## src/rtl/playfield_scan.sv

```systemverilog
// playfield_scan: double-buffered 12-column LED playfield scanner.
// A fetch engine copies ROWS words from RAM port B into a shadow buffer.
// At each frame boundary the shadow is swapped into the display buffer,
// which is scanned one row per DWELL clocks.
module playfield_scan #(
  parameter int ROWS     = 16,
  parameter int ROW_BASE = 0,
  parameter int DWELL    = 1024
) (
  input  logic        Clock,
  input  logic        reset,
  output logic [4:0]  address_b,
  output logic        rden_b,
  input  logic [11:0] q_b,
  input  logic        blank,
  output logic [3:0]  row_sel,
  output logic [11:0] col_out,
  output logic        frame_done
);

  localparam int             DW         = $clog2(DWELL);
  localparam logic [DW-1:0]  DWELL_LAST = DW'(DWELL - 1);
  localparam logic [3:0]     ROW_LAST   = 4'(ROWS - 1);
  localparam logic [4:0]     ADDR_FIRST = 5'(ROW_BASE % 32);

  typedef enum logic [1:0] {
    F_IDLE,
    F_ISSUE,
    F_DRAIN,
    F_DONE
  } fetch_state_t;

  // Fetch engine state
  fetch_state_t state_reg, state_next;
  logic [3:0]   idx_reg, idx_next;
  logic [4:0]   addr_reg, addr_next;
  logic         rden_reg, rden_next;
  logic         drain_reg, drain_next;

  // Two-stage (valid, index) tracker matching the RAM read latency
  logic         v1_reg, v2_reg;
  logic [3:0]   i1_reg, i2_reg;

  // Scan and frame bookkeeping
  logic [DW-1:0] dwell_reg;
  logic [3:0]    row_reg;
  logic          frame_done_reg;
  logic          shadow_valid_reg;
  logic          start_reg;

  // Buffers, flattened so each generate row owns a disjoint slice
  logic [ROWS*12-1:0] shadow_flat;
  logic [ROWS*12-1:0] display_flat;

  logic        wrap;
  logic        trigger;
  logic        swap;
  logic [11:0] cur_row;
  logic [11:0] col_rev;

  // Last dwell cycle of the last row: the frame boundary
  assign wrap    = (dwell_reg == DWELL_LAST) && (row_reg == ROW_LAST);
  assign trigger = start_reg | wrap;
  assign swap    = wrap & shadow_valid_reg;

  genvar gi;

  generate
    for (gi = 0; gi < ROWS; gi++) begin : g_row
      logic [11:0] shadow_row_reg;
      logic [11:0] display_row_reg;

      // Capture returning RAM data for this row; copy shadow to display on swap
      always_ff @(posedge Clock or negedge reset) begin
        if (!reset) begin
          shadow_row_reg  <= '0;
          display_row_reg <= '0;
        end else begin
          if (v2_reg && (i2_reg == 4'(gi))) shadow_row_reg <= q_b;
          if (swap) display_row_reg <= shadow_row_reg;
        end
      end

      assign shadow_flat[gi*12 +: 12]  = shadow_row_reg;
      assign display_flat[gi*12 +: 12] = display_row_reg;
    end
  endgenerate

  assign cur_row = display_flat[row_reg*12 +: 12];

  // RAM bit 11 is column 0, so the word is mirrored onto col_out
  generate
    for (gi = 0; gi < 12; gi++) begin : g_col
      assign col_rev[gi] = cur_row[11-gi];
    end
  endgenerate

  // Fetch FSM state register; address/rden are registered so they hold cleanly
  always_ff @(posedge Clock or negedge reset) begin
    if (!reset) begin
      state_reg <= F_IDLE;
      idx_reg   <= '0;
      addr_reg  <= '0;
      rden_reg  <= 1'b0;
      drain_reg <= 1'b0;
    end else begin
      state_reg <= state_next;
      idx_reg   <= idx_next;
      addr_reg  <= addr_next;
      rden_reg  <= rden_next;
      drain_reg <= drain_next;
    end
  end

  // Fetch FSM next state: issue ROWS reads, wait out the latency, publish
  always_comb begin
    state_next = state_reg;
    idx_next   = idx_reg;
    addr_next  = addr_reg;
    rden_next  = 1'b0;
    drain_next = drain_reg;
    case (state_reg)
      F_IDLE: begin
        if (trigger) begin
          state_next = F_ISSUE;
          idx_next   = '0;
          addr_next  = ADDR_FIRST;
          rden_next  = 1'b1;
        end
      end
      F_ISSUE: begin
        if (idx_reg == ROW_LAST) begin
          state_next = F_DRAIN;
          drain_next = 1'b0;
        end else begin
          idx_next  = idx_reg + 4'd1;
          addr_next = addr_reg + 5'd1;
          rden_next = 1'b1;
        end
      end
      F_DRAIN: begin
        if (drain_reg) state_next = F_DONE;
        else drain_next = 1'b1;
      end
      F_DONE: begin
        state_next = F_IDLE;
      end
      default: begin
        state_next = F_IDLE;
      end
    endcase
  end

  // Delay the issued index by the RAM latency so data lands in the right row
  always_ff @(posedge Clock or negedge reset) begin
    if (!reset) begin
      v1_reg <= 1'b0;
      v2_reg <= 1'b0;
      i1_reg <= '0;
      i2_reg <= '0;
    end else begin
      v1_reg <= rden_reg;
      i1_reg <= idx_reg;
      v2_reg <= v1_reg;
      i2_reg <= i1_reg;
    end
  end

  // Row scan timing, frame swap handshake and the post-reset fetch kick
  always_ff @(posedge Clock or negedge reset) begin
    if (!reset) begin
      dwell_reg        <= '0;
      row_reg          <= '0;
      frame_done_reg   <= 1'b0;
      shadow_valid_reg <= 1'b0;
      start_reg        <= 1'b1;
    end else begin
      start_reg      <= 1'b0;
      frame_done_reg <= swap;
      if (dwell_reg == DWELL_LAST) begin
        dwell_reg <= '0;
        row_reg   <= (row_reg == ROW_LAST) ? 4'd0 : row_reg + 4'd1;
      end else begin
        dwell_reg <= dwell_reg + 1'b1;
      end
      // A fetch completing wins over a simultaneous swap: its data is newer
      if (state_reg == F_DONE) shadow_valid_reg <= 1'b1;
      else if (swap) shadow_valid_reg <= 1'b0;
    end
  end

  assign address_b  = addr_reg;
  assign rden_b     = rden_reg;
  assign row_sel    = row_reg;
  assign frame_done = frame_done_reg;
  assign col_out    = blank ? 12'h000 : col_rev;

endmodule

```

## config.mk

```make
export PLATFORM = sky130hd
export DESIGN_NAME = playfield_scan
export DESIGN_NICKNAME = d
export VERILOG_FILES = /design/src/rtl/playfield_scan.sv
export SDC_FILE = /design/constraint.sdc
export NUM_CORES = 1
export LEC_CHECK = 0
export ABC_AREA = 1
export CAP_MARGIN = 40
export CELL_PAD_IN_SITES_DETAIL_PLACEMENT = 2
export CELL_PAD_IN_SITES_GLOBAL_PLACEMENT = 2
export CORE_MARGIN = 2
export CORE_UTILIZATION = 30
export DETAILED_ROUTE_END_ITERATION = 10
export PLACE_DENSITY_LB_ADDON = 0.1
export SYNTH_ARGS = -nofsm -noshare
export SYNTH_HDL_FRONTEND = slang
export SYNTH_SLANG_ARGS = --single-unit
export TNS_END_PERCENT = 30
```

## constraint.sdc

```tcl
create_clock -name Clock -period 2.2 [get_ports Clock]
set_input_delay 0.44 -clock Clock [delete_from_list [all_inputs] [get_ports Clock]]
set_output_delay 0.44 -clock Clock [all_outputs]
set_load 0.02 [all_outputs]
```

==> results of run 1 <==
==> critical path, stage by stage (launching register included) <==
cell	delay [ns]
dfrtp_4	0.58
buf_12	0.19
buf_12	0.13
o211ai_1	0.31
nand3_2	0.19
nand3_2	0.11
a21oi_2	0.07
buf_6	0.13
==> cell usage in the layout (no fill, tap or decap), types with 7 or more instances in the layout <==
master,synthesis,routed
nand2_1,666,615
xor2_1,8,8
ha_1,9,8
dfrtp_1,423,421
o211ai_1,12,12
o21ai_1,177,150
o21ai_0,188,186
o21ai_2,0,29
nand2_2,1,48
nand3_1,144,106
clkdlybuf4s50_1,0,21
nor2_1,48,46
buf_6,24,29
buf_12,0,32
clkbuf_8,0,12
nand3_2,0,37
buf_16,0,21
inv_1,234,228
a21oi_1,39,27
a21oi_4,0,7
clkbuf_1,66,10
buf_4,17,92
clkbuf_16,0,54
==> final cells by class <==
class / instances / share of cell area (%)
antenna: 1 / 0.0108
clock buffer: 73 / 6.36
clock inverter: 16 / 1.09
inverter: 235 / 3.82
multi-input combinational: 1309 / 27.6
sequential: 424 / 45.6
tap: 782 / 4.21
timing repair buffer: 206 / 11.3
==> cells in the mapped netlist, types with 2 or more instances <==
library cell and count:
a21oi_1 39, o211ai_1 12, nor3_1 3, nand3_1 144, dfrtp_1 423, buf_1 6
o21ai_0 188, nor2_4 3, o21ai_1 177, or2_2 2, buf_4 17, clkbuf_1 66
xnor2_1 2, xor2_1 8, inv_1 234, ha_1 9, buf_6 24, nand2_1 666
buf_2 13, nor2_1 48
==> cell families after synthesis <==
group | synth area share (%)
buffers and inverters | 9.01
other | 0.0207
adders and majority gates | 0.623
xor gates and xnor gates | 0.484
and+or+nand+nor | 19.4
DFF | 58.7
AOI/OAI and AO/OA | 11.8
==> stage by stage <==
step	hold slack (ns)	setup slack, ns
floorplan	0.144	0.0753
finish	0.346	-0.556
detailed placement	0.337	-0.550
CTS	0.343	-0.603
global route	0.360	-0.656
global placement	0.335	-0.574
==> worst paths after layout <==
kind	from	end	slack, ns	cells after the start
hold / removal	i1_reg[3]$_DFF_PN0_	i2_reg[3]$_DFF_PN0_	0.35	0
min in group asynchronous	reset	g_row[3].shadow_row_reg[1]$_DFFE_PN0P_	0.36	2
setup reg to reg	row_sel[0]$_DFFE_PN0N_	g_row[4].display_row_reg[1]$_DFFE_PN0P_	-0.28	14
max in group asynchronous	reset	g_row[8].display_row_reg[8]$_DFFE_PN0P_	1.05	3
hold reg to reg	i1_reg[3]$_DFF_PN0_	i2_reg[3]$_DFF_PN0_	0.35	0
setup / recovery	row_sel[0]$_DFFE_PN0N_	col_out[11]	-0.56	7
==> repair_timing <==
item,CTS,global route
hold endpoints to repair,30,0
buffers inserted,18,5
hold buffers,1,0
pin swaps,33,35
endpoints found under the setup margin,211,216
resized for setup,171,118
cloned,17,3
==> power breakdown <==
part | internal [W] | total (W) | switching (W) | leakage (nW)
Combinational | 0.000598 | 0.00178 | 0.00118 | 5.19
Clock | 0.00535 | 0.00880 | 0.00345 | 0.844
Sequential | 0.00852 | 0.00895 | 0.000431 | 5.01
==> per-layer routing <==
layer / global-route usage [%] / vias to the layer above / share of wire (%)
met3: 2.45 / 71 / 2.2
met2: 36.3 / 124 / 50
li1: - / 6875 / -
met5: 0 / - / 0
met4: 4.85 / 0 / 1.7
met1: 28.0 / 7669 / 46
==> run_results.csv, run 1 <==
group,metric,value,unit
cells_and_area,fin_util,38.8,%
cells_and_area,fin_nets,2250,
yosys,ys_seq_area_share,58.7,%
sta,tns,-35.25,ns
sta,tightest_slew,0.585,ns
power_and_ir_drop,finalPower,0.0195,W
cells_and_area,multi_input_area,6420,um^2
sta,drv_slew,0,
cells_and_area,layout.cells.non_filler,3046,
sta,setup_viol,205,
sta,rsz0062_at_grt,"yes",
die,fp.dieH,250,um
critical_path,cp.arrival,2.32,ns
cells_and_area,drive_above_1_share,18.2,%
cells_and_area,stdcell_area,23300,um^2
status,status,"finished with violations",
grt,grt_pass1_vias,16400,
placement,placed_area,20000,um^2
detailed_routing,wirelength,63600,um
placement,portBuffers,37,
die,die_area,62300,um^2
yosys,synthesis.nets,2119,
cts,clk_pin_slew,0.06,ns
cts,clk_latency,0.59,ns
sta,period_minus_slack,2.76,ns
critical_path,path_max_fanout,6,
detailed_routing,ant_nets,0,
yosys,synth_edf_count,0,
min_path,hp-class,"flip-flop to flip-flop",
yosys,synthArstFlopShare,100,%
grt,grt_util_all_layers,20.9,%
critical_path,start_kind,"flip-flop",
job,cap_violations,0,
sta,fin_skew,0.0137,ns
cts,cts-root-buf,"clkbuf_16",
critical_path,critical_path_class,"flip-flop to output pin",
yosys,ys.flop_type,"dfrtp_1",
critical_path,critPathCaptureType,"output pin",
grt,grt_max_degree,69,
placement,finalWeightedCongestion,0.726,
detailed_routing,via_per_inst,4.84,
detailed_routing,drc,0,
detailed_routing,wl_per_cell,20.9,um
detailed_routing,num_vias,14700,
die,coreArea,60000,um^2
cells_and_area,nFillCells,6541,
die,rows,90,
sta,fin_ws,-0.556,ns
cells_and_area,regArea,10600,um^2
die,io_pins,38,
sta,max_slew_margin,60.7,%
placement,detailed_place_hpwl,38800,um
cts,cts_tree,"done",
cts,htreeDepth,2,
power_and_ir_drop,power_density,840,nW/um^2
yosys,yosys-top-cells-area,"dfrtp_1, nand2_1, o21ai_0, o21ai_1, inv_1",
sta,hold_violations,0,
yosys,syn_area_per_cell,8.63,um^2
critical_path,cp.required,1.76,ns
grt,globalRouteOverflowTotal,0,
cts,cts.sinks,424,
cells_and_area,area_delta_synth_final,28.6,%
sta,max_freq,363,MHz
cts,numCtsBuffers,50,
cts,cts_buffer_depth,3,
die,die_x,250,um
placement,place_inst,2917,
power_and_ir_drop,vdd_drop_max,543,uV
sta,fin_crit_sh,125,%
detailed_routing,first_iter_violations,607,
die,start_util,30.1,%
yosys,ys_seq_elements,424,
grt,grt_pass1_wl,100000,um
yosys,netlist_instances,2095,
grt,antenna_found_initial,0,
yosys,synth_top_area_share,58.5,%
yosys,synth_cell_types,31,
yosys,ys_warn_count,0,
yosys,synth_top_cell_by_area,"dfrtp_1",
detailed_routing,drt_pass1_iterations,4,
yosys,netlist_area,18100,um^2
status,violations,"negative setup slack",
power_and_ir_drop,p_leak,11.0,nW
Power figures use the tool's default switching activity.
==> run 2: changes to the inputs <==
--- a/config.mk
+++ b/config.mk
@@ -9,7 +9,6 @@
 export CAP_MARGIN = 40
 export CELL_PAD_IN_SITES_DETAIL_PLACEMENT = 2
 export CELL_PAD_IN_SITES_GLOBAL_PLACEMENT = 2
-export CORE_MARGIN = 2
 export CORE_UTILIZATION = 30
 export DETAILED_ROUTE_END_ITERATION = 10
 export PLACE_DENSITY_LB_ADDON = 0.1
==> run 2 against run 1 <==
The run ends with design-rule violations, negative setup slack left; clock-buffer cell count decreased by 1; hold slack got worse by 0.013 ns; register-to-register slack improved by 0.14 ns; sequential share of layout area increased by 0.83 points; clock skew increased by 0.0011 ns; cell area decreased by 1.8%; largest cell class unchanged; largest power group is now clock.
==> run_results.csv, run 2 (synthesis gave the netlist of run 1 again) <==
group,metric,value,unit
die,coreArea,59200,um^2
grt,grt_pass1_vias,16100,
cts,cts_buffer_depth,3,
critical_path,critical_path_class,"flip-flop to output pin",
die,fp.dieH,248,um
critical_path,cp.required,1.76,ns
job,cap_violations,0,
die,start_util,30.5,%
sta,rsz0062_at_grt,"yes",
cts,clk_pin_slew,0.06,ns
detailed_routing,drc,3,
die,die_area,61300,um^2
sta,tns,-17.34,ns
sta,timing.hold.ws,0.334,ns
cells_and_area,fin_nets,2235,
cells_and_area,drive_above_1_share,16.2,%
detailed_routing,wirelength,61200,um
sta,hold_violations,0,
detailed_routing,via_per_inst,4.82,
critical_path,path_max_fanout,8,
placement,place_inst,2908,
status,violations,"design-rule violations, negative setup slack",
sta,fin_ws,-0.511,ns
cts,cts.sinks,424,
placement,placed_area,20000,um^2
sta,fin_skew,0.0147,ns
critical_path,cp.arrival,2.27,ns
critical_path,regToRegSetupSlack,-0.14,ns
power_and_ir_drop,vdd_drop_max,524,uV
critical_path,start_kind,"flip-flop",
critical_path,r2r.worst_path.cells,11,
cells_and_area,nFillCells,6515,
placement,finalWeightedCongestion,0.741,
status,status,"finished with violations",
sta,setup_viol,173,
detailed_routing,drt_pass1_iterations,9,
cells_and_area,layout_common_cells,"nand2_1, dfrtp_1, inv_1, o21ai_0, o21ai_1",
detailed_routing,num_vias,14600,
detailed_routing,wl_met3,2090,um
cells_and_area,area_delta_synth_final,26.3,%
sta,tightest_slew,0.566,ns
cts,cts-root-buf,"clkbuf_16",
cells_and_area,layout.cells.non_filler,3026,
sta,fin_crit_sh,123,%
cells_and_area,diodes,0,
cts,cts_tree,"done",
cells_and_area,final_common_cell,"nand2_1",
grt,antenna_found_initial,2,
grt,grt_pass1_wl,95600,um
detailed_routing,first_iter_violations,466,
min_path,hp-class,"input pin to asynchronous set/reset pin",
cts,numCtsBuffers,50,
cells_and_area,multi_input_area,6280,um^2
grt,grt_max_degree,67,
critical_path,reg2reg_to,"g_row[7].display_row_reg[5]$_DFFE_PN0P_",
cells_and_area,stdcell_area,22800,um^2
grt,globalRouteOverflowTotal,0,
grt,grt_util_all_layers,20.5,%
placement,portBuffers,37,
power_and_ir_drop,power_density,866,nW/um^2
detailed_routing,wl_per_cell,20.2,um
die,die_x,248,um
detailed_routing,wl_met1,28400,um
power_and_ir_drop,p_leak,10.9,nW
cells_and_area,regArea,10600,um^2
cts,clk_latency,0.60,ns
cts,htreeDepth,2,
sta,drv_slew,0,
die,io_pins,38,
sta,period_minus_slack,2.71,ns
sta,max_freq,369,MHz
critical_path,critPathCaptureType,"output pin",
detailed_routing,ant_nets,0,
detailed_routing,highest_layer,"met4",
detailed_routing,wl_met2,29400,um
critical_path,r2r-start,"row_sel[0]$_DFFE_PN0N_",
die,rows,89,
placement,detailed_place_hpwl,38600,um
sta,max_slew_margin,62.0,%
-- run 2: layout make-up --
class                           instances  share of cell area [%]
Tap cell                              773                    4.23
Sequential cell                       424                    46.5
Multi-Input combinational cell       1309                    27.5
Timing Repair Buffer                  191                    10.0
Clock buffer                           72                    6.69
Clock inverter                         22                    1.21
Inverter                              235                    3.89
-- run 2: repair_timing --
action,CTS,global route
gates cloned,6,4
pin swaps,16,37
resized for setup,133,88
setup buffers,5,9
hold buffers,1,0
setup endpoints to repair,205,218
hold endpoints to repair,26,0
-- run 2: critical path, stage by stage (launching register included) --
cell and delay, ns:
dfrtp_4 0.56, buf_12 0.17, clkbuf_16 0.16, nand2_1 0.07, o211ai_1 0.09, nand3_2 0.08, nand3_2 0.11, a21oi_2 0.17
buf_4 0.14, buf_6 0.12
-- run 2: worst max path at each step --
stage / end / depth (start not counted) / slack [ns] / from
finish: col_out[6] / 9 / -0.51 / row_sel[0]$_DFFE_PN0N_
global route: col_out[9] / 8 / -0.59 / row_sel[0]$_DFFE_PN0N_
CTS: col_out[9] / 10 / -0.55 / row_sel[0]$_DFFE_PN0N_
detailed placement: col_out[7] / 11 / -0.52 / row_sel[0]$_DFFE_PN0N_
global placement: col_out[7] / 11 / -0.51 / row_sel[0]$_DFFE_PN0N_
floorplan: col_out[1] / 7 / 0.08 / row_sel[0]$_DFFE_PN0N_
-- run 2: per-layer routing --
metal,vias up,global-route usage (%)
met4,0,4.93
met3,81,3.29
met1,7496,27.3
met2,147,34.7
li1,6859,-
met5,-,0
-- run 2: where the power goes --
group / total [W] / switching, W / internal [W]
logic: 0.00176 / 0.00117 / 0.000591
registers: 0.00894 / 0.000420 / 0.00852
clock network: 0.00909 / 0.00357 / 0.00553
-- run 2: stage by stage --
stage | total power (W) | utilization [%] | setup slack (ns)
5_1_grt | 0.0207 | 38.6 | -0.586
3_5_place_dp | 0.0109 | 33.8 | -0.524
6_report | 0.0198 | 38.6 | -0.511
4_1_cts | 0.0201 | 37.7 | -0.549
2_1_floorplan | 0.00997 | - | 0.0753
3_3_place_gp | 0.0107 | 33.8 | -0.506
